[config.mk]
export PLATFORM = sky130hd
export DESIGN_NAME = serial_pattern_detector
export DESIGN_NICKNAME = d
export VERILOG_FILES = /design/src/rtl/serial_pattern_detector.sv
export SDC_FILE = /design/constraint.sdc
export NUM_CORES = 1
export LEC_CHECK = 0
export BUFFER_PORTS_ARGS = -buffer_cell sky130_fd_sc_hd__buf_2
export CAP_MARGIN = 25
export CORE_ASPECT_RATIO = 1.75
export CORE_MARGIN = 1
export CORE_UTILIZATION = 35
export CTS_BUF_LIST = sky130_fd_sc_hd__clkbuf_8
export DETAILED_ROUTE_END_ITERATION = 8
export SYNTH_ARGS = -nofsm -noshare
export SYNTH_HDL_FRONTEND = slang
export SYNTH_SLANG_ARGS = --single-unit
[constraint.sdc]
create_clock -name Clock -period 2.2 [get_ports Clock]
set_input_delay 0.33 -clock Clock [delete_from_list [all_inputs] [get_ports Clock]]
set_output_delay 0.33 -clock Clock [all_outputs]
set_load 0.005 [all_outputs]
[src/rtl/serial_pattern_detector.sv]
// Serial pattern detector: shifts accepted bits into a W-bit window and flags every
// window equal to Pattern (overlaps count). Also tracks a saturating match counter and
// a saturating run length of consecutive accepted 1s. All outputs are registered.
module serial_pattern_detector #(
  parameter int unsigned W  = 4,
  parameter int unsigned CW = 8,
  parameter int unsigned RW = 4
) (
  input  logic          Clock,
  input  logic          Reset,
  input  logic          En,
  input  logic          D,
  input  logic [W-1:0]  Pattern,
  input  logic          Clear,
  output logic [W-1:0]  Q_par,
  output logic          Valid,
  output logic          Match,
  output logic [CW-1:0] Match_count,
  output logic [RW-1:0] Run_len
);

  // Fill count only needs to reach W, then it parks there.
  localparam int unsigned FW = $clog2(W + 1);

  logic [W-1:0]  q_par_q, q_par_d;
  logic [FW-1:0] fill_q, fill_d;
  logic          valid_q, valid_d;
  logic          match_q, match_d;
  logic [CW-1:0] count_q, count_d;
  logic [RW-1:0] run_q, run_d;

  logic [W-1:0]  window;
  logic          full_next;

  // Next-state: shift on accept, flag a match only once the window holds W real bits.
  always_comb begin
    q_par_d   = q_par_q;
    fill_d    = fill_q;
    valid_d   = valid_q;
    match_d   = 1'b0;
    count_d   = count_q;
    run_d     = run_q;
    window    = {q_par_q[W-2:0], D};
    full_next = (fill_q >= FW'(W - 1));

    if (En) begin
      q_par_d = window;
      if (fill_q != FW'(W)) begin
        fill_d = fill_q + FW'(1);
      end
      valid_d = full_next;
      match_d = full_next && (window == Pattern);
      if (D) begin
        if (run_q != {RW{1'b1}}) begin
          run_d = run_q + RW'(1);
        end
      end else begin
        run_d = '0;
      end
    end

    if (match_d && (count_q != {CW{1'b1}})) begin
      count_d = count_q + CW'(1);
    end
    // Clear wins over a simultaneous match.
    if (Clear) begin
      count_d = '0;
    end
  end

  // State register with synchronous reset taking priority over everything else.
  always_ff @(posedge Clock) begin
    if (Reset) begin
      q_par_q <= '0;
      fill_q  <= '0;
      valid_q <= 1'b0;
      match_q <= 1'b0;
      count_q <= '0;
      run_q   <= '0;
    end else begin
      q_par_q <= q_par_d;
      fill_q  <= fill_d;
      valid_q <= valid_d;
      match_q <= match_d;
      count_q <= count_d;
      run_q   <= run_d;
    end
  end

  assign Q_par       = q_par_q;
  assign Valid       = valid_q;
  assign Match       = match_q;
  assign Match_count = count_q;
  assign Run_len     = run_q;

endmodule

# --- Yosys cells after proc, flatten, opt, wreduce, memory -nomap -nowiden ---
# Cells that the tools add are included.
# Widths: inputs -> output; s select.
totals:
  regBits: 21
  word_cells: 23
  inputBits: 9
  output_inout_bits: 18
classes:
  n_addsub: 3
  mux: 3
  eq_ne: 5
  n_reduce_logical: 5
  n_lt_le_gt_ge: 1
op_table:
  columns: ["operator", "count"]
  rows:
  - ["$add 8x1->8 const B", 1]
  - ["$mux 4", 2]
  - ["$ne 8x8->1 const B", 1]
  - ["$add 4x1->4 const B", 1]
  - ["$eq 4x4->1", 1]
  - ["$ne 4x4->1 const B", 1]
  - ["$reduce_and 2->1", 2]
  - ["$add 3x1->3 const B", 1]
  - ["$ge 3x2->1 const B", 1]
  - ["$ne 3x3->1 const B", 1]
  - ["$logic_and 1x1->1", 2]
  - ["$ne 2x1->1 const B", 1]
  - ["$reduce_or 2->1", 1]
  - ["$mux 1", 1]

# --- Longest topological paths before layout ---
depth:
  ltp_word: 4
  ltp_mapped: 7

# --- Worst setup path after synthesis ---
# Ideal clock, no wire load.
synth_path:
  kind: "register -> register"
  startpoint: "reg fill_q[0]"
  endpoint: "reg count_q[5], in the netlist Match_count[5]"
  setup_ns: 0.130
  t_arrival_ns: 1.401
  path_stages_with_launch: 8
  required_ns: 2.070
  slack_ns: 0.670
  cell_sequence: "dfxtp_1 -> ha_1 -> ha_1 -> a211o_1 -> o211ai_4 -> nor4_2 -> xnor2_1 -> nor3_2"
synth_between:
  elab_chain_cells: 4
synth_lines:
  columns: ["item", "line", "rtl"]
  rows:
  - ["from (decl)", "26", "logic [FW-1:0] fill_q, fill_d;"]
  - ["from (signal assigned)", "82", "fill_q <= fill_d;"]
  - ["$ge 3x2->1", "44", "full_next = (fill_q >= FW'(W - 1));"]
  - ["$logic_and 1x1->1", "52", "match_d = full_next && (window == Pattern);"]
  - ["$mux 1", "46", "if (En) begin"]
  - ["$logic_and 1x1->1", "62", "if (match_d && (count_q != {CW{1'b1}})) begin"]
  - ["to (signal assigned)", "85", "count_q <= count_d;"]
  - ["to (decl)", "29", "logic [CW-1:0] count_q, count_d;"]
# Every way passes these cells.
# A chain may end at the register's enable or synchronous reset.

# --- Final worst setup path ---
layout_path:
  startpoint: "reg fill_q[0]"
  endpoint: "reg count_q[7], in the netlist Match_count[7]"
# Same word-level chain as after synthesis.

==> key figures <==
Final layout
  – Antenna diode instance count: 0
  – Most frequent cells in the layout: buf_2 (26), dfxtp_1 (21), nor2_1 (13)
  – Final standard cell count with taps included and fillers excluded: 165
  – Final Net Count: 152
  – Final non-filler cell area: 1280 sq um
  – Most common cell after layout, fill and taps aside: buf_2
  – Ratio of cells with drive above 1 in the final layout: 30.7%
  – Layout overhead on the synthesized area: 18.0%

Detailed routing
  – Post-route antenna net violation count: 0
  – Post-detailed-route wirelength per cell: 12.2 microns
  – Detailed Route WL: 2020 microns
  – Initial DRT Pass Iterations: 6
  – Vias after detailed routing: around 860
  – Via/cell ratio: 5.22
  – Drt drc: 0
  – Number of DRC markers in iteration 0: 20

Clock network
  – Clock H-tree levels: 1
  – Clock root buffer: clkbuf_8
  – Buffer depth of the longest clock path: 2
  – Latest clock arrival within the worst-skew pair: 0.26 ns
  – Post-CTS Repair Setup Buffers: 0
  – Number of buffers added to fix hold violations after cts: 0
  – PostCTS Resize Cnt: 0
  – Number of clock buffers inserted by TritonCTS: 3
  – TritonCTS clock tree: built
  – Worst-path clk slew: 0.08 ns
  – Clock sink count: 21

Setup path
  – Cell with the biggest individual delay on the critical path: dfxtp_1
  – Largest stage delay, worst path: 0.35 ns
  – Worst-path fanout max: 6
  – Startpoint of the most critical setup path: fill_q[0]$_SDFFE_PP0P_
  – Required arrival time at the worst endpoint: 2.40 ns
  – Number of cells traversed by the worst register-to-register path: 7
  – Worst R2R Setup Slack: ~0.52 ns
  – Arr. time, crit path: 1.87 ns
  – Worst setup path class: reg2reg
  – Startpoint of the worst-slack reg-to-reg timing path: fill_q[0]$_SDFFE_PP0P_
  – Kind of launch point of the worst setup path: register
  – Worst setup EP type: register
  – Critical path cell sequence: ha_1 > ha_1 > a211o_1 > o211ai_4 > nor2_2 > nand3b_1 > mux2i_1
  – Most frequent cell on the critical path: ha_1
  – Destination of the worst register-to-register timing path: Match_count[7]$_SDFFE_PP0P_

Global route
  – GR Util All Layers: between 10 and 15%
  – Wire length of the first global-routing pass: 3410 microns
  – Initial antenna violation count: 0
  – Maximum number of pins on one net before global-route repair: 22
  – Total overflow reported by the global router: 0
  – Vias in the first global route: 834

Placement
  – Final Wtd Congestion: between 0.7 and 0.8
  – Cell total after placement: 161
  – Post-place instance area: 1230 sq um
  – Detailed-placement wirelength estimate: 1530 microns
  – # port buffers: 26

STA
  – Crit path time final: roughly 1.7 ns
  – Final Max Tran Viols: 0
  – Final hold violation count: 0
  – Sum of negative setup slack: 0 ns
  – Worst relative slew slack: 74.2%
  – Setup repair after global routing missed its margin: false
  – Final count of negative-setup-slack endpoints: 0
  – Worst clock skew: around 0.0055 ns
  – Worst slew pin tran: 0.387 ns
  – Peak Freq: 596 MHz
  – Final critical-path share of the clock period: about three quarters

Power
  – PD cells: 583 nW/um^2
  – Total leakage power: 0.554 nW
  – Maximum vdd drop: 0.325 mV

Synth
  – Number of warnings reported in the yosys synthesis log: 0
  – Proportion of synthesized chip area in sequential cells: roughly two fifths
  – Yosys cell types: 31
  – #FFs+latches synth: 21
  – Mean instance size in the synthesized netlist: 9.76 sq um
  – Post-Syn Instances: 111
  – Total standard cell area after synthesis: 1080 sq um
  – Syn nets: 125

Hold path
  – Hold Path Class: in2reg
  – Startpoint of the worst hold path: Clear
  – Worst hold path stage count: 2
  – Min-Delay Endpoint: Match_count[6]$_SDFFE_PP0P_

Die
  – Standard-cell row count: 26
  – Starting Density: 37.0%
  – Horizontal die dimension: 44.1 microns
  – I/O pin total: 27
  – Placeable core region: 2930 sq um
  – Y dimension of the die: ~76 microns
  – Area of the die: approximately 3300 sq um

Outcome
  – Run status: completed

Flow run
  – Max-capacitance violation count: 0
-- registers in the layout (all words and copies together), names as in the netlist --
| register | count |
|---|---|
| Q_par | 4 |
| Match_count | 8 |
| Valid | 1 |
| fill_q | 3 |
| Run_len | 4 |
| Match | 1 |
-- power by group --
group	internal, W	leakage (nW)	switching, W	total (W)
Sequential	0.000390	0.170	0.0000110	0.000401
Combinational	0.0000412	0.358	0.0000479	0.0000891
Clock	0.000126	0.0255	0.000129	0.000256
-- stage by stage --
step | utilization (%) | power [W] | hold slack [ns] | setup WS, ns
after floorplan | - | 0.000475 | 0.462 | 0.670
after global routing | 43.7 | 0.000777 | 0.376 | 0.426
after detailed placement | 42.1 | 0.000500 | 0.456 | 0.524
after CTS | 43.7 | 0.000758 | 0.355 | 0.505
final | 43.7 | 0.000745 | 0.358 | 0.522
after global placement | 42.1 | 0.000498 | 0.457 | 0.612
-- worst max path at each step --
| stage | endpoint | slack (ns) | cells past startpoint |
|---|---|---|---|
| after floorplan | Match_count[5]$_SDFFE_PP0P_ | 0.67 | 7 |
| after global placement | Match_count[7]$_SDFFE_PP0P_ | 0.61 | 7 |
| after detailed placement | Match_count[7]$_SDFFE_PP0P_ | 0.52 | 7 |
| after CTS | Match_count[7]$_SDFFE_PP0P_ | 0.51 | 7 |
| after global routing | Match_count[3]$_SDFFE_PP0P_ | 0.43 | 7 |
| final | Match_count[7]$_SDFFE_PP0P_ | 0.52 | 7 |
-- Yosys cell counts --
| master | count | area share (%) |
|---|---|---|
| a211o_1 | 1 | 0.81 |
| a21oi_1 | 4 | 1.8 |
| a22oi_1 | 2 | 1.4 |
| and3_1 | 1 | 0.58 |
| buf_1 | 1 | 0.35 |
| buf_2 | 1 | 0.46 |
| clkbuf_1 | 2 | 0.69 |
| dfxtp_1 | 21 | 39 |
| ha_1 | 5 | 5.8 |
| inv_1 | 5 | 1.7 |
| mux2_2 | 1 | 1.0 |
| mux2i_1 | 6 | 5.5 |
| nand2_1 | 5 | 1.7 |
| nand2b_1 | 1 | 0.58 |
| nand3_1 | 7 | 3.2 |
| nand3b_1 | 1 | 0.69 |
| nand4_1 | 1 | 0.58 |
| nand4_4 | 1 | 2.0 |
| nor2_1 | 13 | 4.5 |
| nor2_2 | 1 | 0.58 |
| nor3_1 | 9 | 4.2 |
| nor3_2 | 2 | 1.8 |
| nor4_2 | 2 | 2.3 |
| o211ai_4 | 1 | 2.0 |
| o21ai_0 | 1 | 0.46 |
| o21bai_1 | 1 | 0.69 |
| or3_1 | 1 | 0.58 |
| xnor2_1 | 9 | 7.3 |
| xnor2_2 | 3 | 4.5 |
| xnor2_4 | 1 | 2.5 |
| xor2_1 | 1 | 0.81 |
-- cells by family (layout without fill, tap and decap cells) --
family	Yosys count	count (layout)	share of synthesized area (%)
DFF	21	21	38.8
muxes	7	7	6.58
and+or+nand+nor	45	45	23.3
adders and majority gates	5	5	5.77
AOI/OAI and AO/OA	10	10	7.16
xor gates and xnor gates	14	14	15.1
buffers and inverters	9	35	3.23
-- per-layer routing --
| layer | GRT usage [%] | up-vias | part of all wire [%] |
|---|---|---|---|
| met1 | 12.8 | 406 | 37 |
| met5 | 0 | - | 0 |
| met3 | 2.13 | 5 | 4.0 |
| met4 | 9.43 | 0 | 2.7 |
| met2 | 26.8 | 20 | 56 |
| li1 | - | 431 | - |
-- worst max-delay path: cells and delay by family, from the launching register on --
kind / cells / cell delay (ns)
multiplexers: 1 / 0.19
adder cells (fa/ha/maj): 2 / 0.39
AO/OA/AOI/OAI: 2 / 0.46
flip-flops: 1 / 0.35
AND/OR/NAND/NOR: 2 / 0.22
-- layout make-up --
type | count | area [sq um]
timing repair buffer | 26 | 130
clock inverter | 1 | 5.00
fill | 301 | 1650
sequential | 21 | 420
multi-input combinational | 81 | 628
inverter | 5 | 18.8
clock buffer | 3 | 41.3
tap | 28 | 35.0
(Power assumes the default switching activity.)
